<file path="config.mk">
export PLATFORM = sky130hd
export DESIGN_NAME = axi_ni_request_header_transmitter
export DESIGN_NICKNAME = d
export VERILOG_FILES = /design/src/rtl/axi_ni_request_header_transmitter.sv
export SDC_FILE = /design/constraint.sdc
export NUM_CORES = 1
export LEC_CHECK = 0
export BUFFER_PORTS_ARGS = -buffer_cell sky130_fd_sc_hd__buf_2
export CAP_MARGIN = 15
export CORE_AREA = 2 2 124 66
export DETAILED_ROUTE_END_ITERATION = 7
export DIE_AREA = 0 0 126 68
export GPL_ROUTABILITY_DRIVEN = 0
export PLACE_DENSITY = 0.92
export SYNTH_ARGS = -nofsm -noshare
export SYNTH_HDL_FRONTEND = slang
export SYNTH_SLANG_ARGS = --single-unit
</file>
<file path="constraint.sdc">
create_clock -name clk -period 3.54 [get_ports clk]
set_input_delay 0.177 -clock clk [delete_from_list [all_inputs] [get_ports clk]]
set_output_delay 0.177 -clock clk [all_outputs]
set_load 0.005 [all_outputs]
</file>
<file path="src/rtl/axi_ni_request_header_transmitter.sv">
// axi_ni_request_header_transmitter: packs one AXI request into a NoC header
// and serialises it into typed flits; reads close the packet, writes hand over to the payload sender.
module axi_ni_request_header_transmitter #(
    parameter int FLIT_WIDTH   = 32,
    parameter int FTYPE_WIDTH  = 2,
    parameter int ROUTE_WIDTH  = 12,
    parameter int SOURCE_WIDTH = 6,
    parameter int CMD_WIDTH    = 2,
    parameter int ATTR_WIDTH   = 4,
    parameter int BLEN_WIDTH   = 8,
    parameter int BSEQ_WIDTH   = 4,
    parameter int BINCR_WIDTH  = 2,
    parameter int BP_WIDTH     = 1,
    parameter int BE_WIDTH     = 4,
    parameter int ID_WIDTH     = 4,
    parameter int ADDR_WIDTH   = 32,
    parameter logic [CMD_WIDTH-1:0] CMD_READ = 2'b01
) (
    input  logic                    clk,
    input  logic                    rst,
    input  logic                    req_valid,
    output logic                    req_ready,
    input  logic [ROUTE_WIDTH-1:0]  req_route,
    input  logic [SOURCE_WIDTH-1:0] req_source,
    input  logic [CMD_WIDTH-1:0]    req_cmd,
    input  logic [ATTR_WIDTH-1:0]   req_attributes,
    input  logic [BLEN_WIDTH-1:0]   req_burst_length,
    input  logic [BSEQ_WIDTH-1:0]   req_burst_sequence,
    input  logic [BINCR_WIDTH-1:0]  req_burst_increment,
    input  logic [BP_WIDTH-1:0]     req_burst_precise,
    input  logic [BE_WIDTH-1:0]     req_byte_enables,
    input  logic [ID_WIDTH-1:0]     req_id,
    input  logic [ADDR_WIDTH-1:0]   req_address,
    output logic [FLIT_WIDTH-1:0]   flit,
    output logic                    flit_valid,
    input  logic                    flit_stall,
    output logic [1:0]              flit_count,
    output logic                    header_done,
    input  logic                    payload_done,
    output logic                    busy
);
    localparam int BASE_WIDTH    = FLIT_WIDTH - FTYPE_WIDTH;
    localparam int HEADER_LENGTH = ROUTE_WIDTH + SOURCE_WIDTH + CMD_WIDTH + ATTR_WIDTH + BLEN_WIDTH
                                 + BSEQ_WIDTH + BINCR_WIDTH + BP_WIDTH + BE_WIDTH + ID_WIDTH + ADDR_WIDTH;
    localparam int HEADER_FLITS  = (HEADER_LENGTH + BASE_WIDTH - 1) / BASE_WIDTH;
    localparam int PACKED_WIDTH  = HEADER_FLITS * BASE_WIDTH;

    typedef enum logic [1:0] {IDLE, SEND, WAIT_PAYLOAD} state_t;

    state_t                    state, next;
    logic [PACKED_WIDTH-1:0]   header, header_in;
    logic [1:0]                count;
    logic                      read;
    logic                      last;
    logic                      xfer;
    logic [FTYPE_WIDTH-1:0]    ftype;

    // zero-extension fills the unused top bits of the last flit
    assign header_in = PACKED_WIDTH'({req_address, req_id, req_byte_enables, req_burst_precise,
                                      req_burst_increment, req_burst_sequence, req_burst_length,
                                      req_attributes, req_cmd, req_source, req_route});

    assign last  = count == 2'(HEADER_FLITS - 1);
    assign xfer  = state == SEND && !flit_stall;
    assign ftype = count == 2'd0 ? (last && read ? FTYPE_WIDTH'(2'b11) : FTYPE_WIDTH'(2'b10))
                 : (last && read ? FTYPE_WIDTH'(2'b01) : FTYPE_WIDTH'(2'b00));

    assign req_ready   = state == IDLE;
    assign flit_valid  = state == SEND;
    assign busy        = state != IDLE;
    assign flit_count  = count;
    assign header_done = xfer && last && !read;
    assign flit        = flit_valid ? {header[BASE_WIDTH*int'(count) +: BASE_WIDTH], ftype} : '0;

    always_comb begin
        next = state;
        case (state)
            IDLE:         next = req_valid ? SEND : IDLE;
            SEND:         next = xfer && last ? (read ? IDLE : WAIT_PAYLOAD) : SEND;
            WAIT_PAYLOAD: next = payload_done ? IDLE : WAIT_PAYLOAD;
            default:      next = IDLE;
        endcase
    end

    always_ff @(posedge clk or negedge rst) begin
        if (!rst) begin
            state  <= IDLE;
            header <= '0;
            count  <= '0;
            read   <= 1'b0;
        end else begin
            state <= next;
            if (state == IDLE && req_valid) begin
                header <= header_in;
                read   <= req_cmd == CMD_READ;
                count  <= '0;
            end else if (xfer) begin
                count <= last ? 2'd0 : count + 2'd1;
            end
        end
    end
endmodule

</file>
# Word-level counts from Yosys, hierarchy flattened
# Index checks and enable logic that the tools add are counted.
# word_totals
ff_bits	84
inputBits	84
out_inout_bits	38
word_cells	34
# classes
addsub	1
n_mul	1
n_eq_ne	4
n_shift	1
mux	12
reduce_logical	11
# ops
operator	n
90-bit by 8-bit variable part select with 30-bit output	1
32-bit 2-to-1 mux	1
2-bit 2-to-1 mux	7
4-bit by 2-bit multiplier with 6-bit output (first input constant)	1
2-bit case mux with 3 select lines	1
1-bit logical AND	5
2-bit by 1-bit equality test with 1-bit output (second input constant)	2
2-bit equality test (second input constant)	2
2-bit zero test	2
2-bit nonzero test	2
1-bit 2-to-1 mux	3
2-bit by 1-bit adder with 2-bit output (second input constant)	1
1-bit zero test	2

# Depth between registers and ports, before layout
# logic_depth
ltp_word	5
ltp_mapped	5
ltp_nobuf	4

# Worst setup path before layout
# No wires, ideal clock.
# synth_timing
path_kind	register to output
from	register count[0] (netlist: flit_count[0])
to	output port flit[11]
t_arrival_ps	1145
setup_slack_ps	2218
path_stages_with_launch	6
n_path_buf	3
path_cell_list	dfrtp_1 -> buf_2 -> inv_1 -> buf_2 -> clkbuf_1 -> a21oi_1
# synth_between
elab_chain_len	3
# synth_lines
element	line_no	source
start: declaration	52	logic [1:0] count;
start signal: assignment	98	count <= last ? 2'd0 : count + 2'd1;
4-bit by 2-bit multiplier with 6-bit output	73	assign flit = flit_valid ? {header[BASE_WIDTH*int'(count) +: BASE_WIDTH], ftype} : '0;
90-bit by 8-bit variable part select with 30-bit output	73	
32-bit 2-to-1 mux	73	
end: declaration	34	output logic [FLIT_WIDTH-1:0] flit,
# No other way between the ends.

# Worst setup path in the final report
# Ends and elaborated chain as after synthesis.

==> flow_metrics.py <==
metrics = {
    "power_and_ir_drop": {
        "p_leak_uw": 0.002707,
        "pwr_density_cell_nw_per_um2": 881.8,
        "ir_worst_vdd_v": 0.0004138,
    },
    "finish": {
        "finalNonFillerCells": 687,
        "fillers": 649,
        "final_area_sq_um": 4887,
        "final_common_cell": "nand2_1",
        "n_antenna_cell": 0,
        "nNetsFinal": 666,
        "multi_input_area_sq_um": 1664,
        "mostFrequentLayoutCells": "nand2_1, buf_2, dfrtp_1",
        "seqCellArea_sq_um": 2103,
        "layout-drive-gt1-share_pct": 25.04,
        "area_growth_pct": 22.68,
    },
    "routing": {
        "vias_per_cell": 5.041,
        "wire_per_inst_um": 14.36,
        "first_pass_iters": 5,
        "drt_iter0_drc": 206,
        "vias": 3463,
        "final_antenna_net_count": 0,
        "routed_wl_mm": 9.866,
        "drc_errors": 0,
    },
    "timing": {
        "rsz0062_at_grt": "no",
        "timing.final.crit_share_pct": 71.32,
        "final-hold-violation-count": 0,
        "setup_viol": 0,
        "final.setup.tns_ns": 0,
        "finalMaxSlewViolations": 0,
        "fin_skew_ns": 0.004706,
        "worst_pin_slew_ns": 1.124,
        "fin_crit_ns": 2.525,
        "slew_headroom_pct": 24.98,
        "timing.hold.ws_ns": 0.03102,
        "fmax_ghz": 0.3961,
    },
    "die": {
        "num_rows": 23,
        "coreArea_sq_um": 7597,
        "start_util_pct": 52.44,
        "dieArea_sq_um": 8568,
        "die-height_um": 68,
        "ios": 122,
        "die_x_um": 126,
    },
    "logic_synthesis": {
        "syn_nets": 558,
        "synth_cell_types": 21,
        "synth_top_area_share_pct": 52.76,
        "synth_area_leaders": "dfrtp_1, nand2_1, mux2i_1, nor2b_1, o21ai_0",
        "synth_largest_area_cell": "dfrtp_1",
        "syn_area_per_cell_sq_um": 8.405,
        "syn_inst": 474,
        "yosys_warnings": 0,
        "ys_seq_elements": 84,
        "ys_dominant_reg_cell": "dfrtp_1",
        "ys_seq_area_share_pct": 52.76,
        "synthArstFlopShare_pct": 100.0,
        "syn_area_sq_um": 3984,
        "synth_edf_count": 0,
    },
    "place": {
        "port-buffer-count": 121,
        "hpwl_mm": 6.810,
        "dpl.cell_count": 669,
        "placement.cell_area_sq_um": 4561,
    },
    "critical_path": {
        "cp-end-kind": "output port",
        "crit_required_ns": 3.36,
        "cp_max_fo": 39,
        "start_kind": "flip-flop",
        "cp.arrival_ns": 2.35,
        "rrSetupSlack_ns": 1.51,
        "crit_type": "reg -> out",
    },
    "global_route": {
        "antenna_found_initial": 0,
        "grt_max_degree": 85,
        "grt_pass1_wl_mm": 15.78,
        "grt.overflow.total": 0,
        "grt_usage_pct": 24.04,
        "grt_pass1_vias": 3306,
    },
    "clocking": {
        "cts_sinks": 84,
        "cts_buffer_depth": 2,
        "cts_post_setup_buffers_inserted": 0,
        "clk_pin_slew_ns": 0.06,
        "cts_resized": 0,
        "cts_tree": "built",
        "worstSkewPairLatency_ns": 0.33,
        "cts_root_buf": "clkbuf_16",
        "numCtsBuffers": 9,
        "htree_num_levels": 3,
    },
    "job": {
        "maxCapViolCount": 0,
    },
    "worst_hold_path": {
        "hold_path_class": "in -> reg",
    },
    "status": {
        "outcome": "finished, final reports clean",
    },
}
area by class of cell:
| class | instances | area share [%] |
|---|---|---|
| Clock buffer | 12 | 5.453 |
| Clock inverter | 4 | 0.4608 |
| Inverter | 4 | 0.3072 |
| Multi-Input combinational cell | 354 | 34.05 |
| Sequential cell | 84 | 43.04 |
| Tap cell | 100 | 2.560 |
| Timing Repair Buffer | 129 | 14.13 |
worst max-delay path, stage by stage, from the launching register on:
cell and delay, ns:
dfrtp_1 0.37, buf_4 0.21, inv_1 0.84, o21ai_0 0.29, a21oi_1 0.17, buf_2 0.13
kinds of logic (layout without fill, tap and decap cells):
family                 count (synthesis)  count (layout)  share of synthesized area [%]
muxes                                 30              30                          7.538
buffers and inverters                 36             149                          5.590
DFF                                   84              84                          52.76
AOI/OAI and AO/OA                     45              45                          6.030
and+or+nand+nor                      279             279                          28.08
report_power, final:
| group | internal, uW | switching [uW] | total, uW |
|---|---|---|---|
| registers | 1410 | 287 | 1700 |
| clock network | 529 | 361 | 889 |
| logic | 732 | 991 | 1720 |
| total | 2670 | 1640 | 4310 |
stage by stage:
stage	power (uW)	worst slack (ns)	utilization (%)
3_3_place_gp	3324	1.525	60.03
5_1_grt	4678	0.8351	64.33
6_report	4310	1.015	64.33
3_5_place_dp	3435	1.377	60.03
2_1_floorplan	2833	2.218	-
4_1_cts	4346	0.9997	63.83
cell usage after synthesis (all sizes together), types with 2 or more instances:
| cell | instances |
|---|---|
| o21ai | 21 |
| nor2 | 14 |
| nor2b | 19 |
| o41ai | 2 |
| clkbuf | 4 |
| nand2b | 3 |
| o211ai | 2 |
| buf | 28 |
| inv | 4 |
| a21oi | 19 |
| mux2i | 30 |
| dfrtp | 84 |
| nand2 | 238 |
registers in the layout, summed over array words and instances, names as in the netlist:
name	flops
header	79
flit_count	2
state	2
read	1
repair_timing:
action | 4_1_cts | 5_1_grt
hold endpoints to repair | 0 | 23
setup endpoints to repair | 0 | 0
hold buffers | 0 | 1
routing by layer:
| metal | vias up | routed length, um | track usage (%) |
|---|---|---|---|
| li1 | 1703 | - | - |
| met1 | 1626 | 4501 | 31.75 |
| met2 | 121 | 4472 | 38.24 |
| met3 | 13 | 735 | 7.037 |
| met4 | 0 | 156 | 9.478 |
| met5 | - | 0 | 0 |
final timing paths:
path | endpoint | depth (start not counted) | from
setup / recovery | flit[11] | 5 | flit_count[0]
hold / removal | header[27] | 3 | req_burst_length[3]
setup reg to reg | flit_count[1] | 4 | state[1]
hold reg to reg | header[46] | 2 | header[46]
max in group asynchronous | header[24] | 3 | rst
min in group asynchronous | header[14] | 2 | rst
No activity file was read; power rests on OpenSTA's default activity.
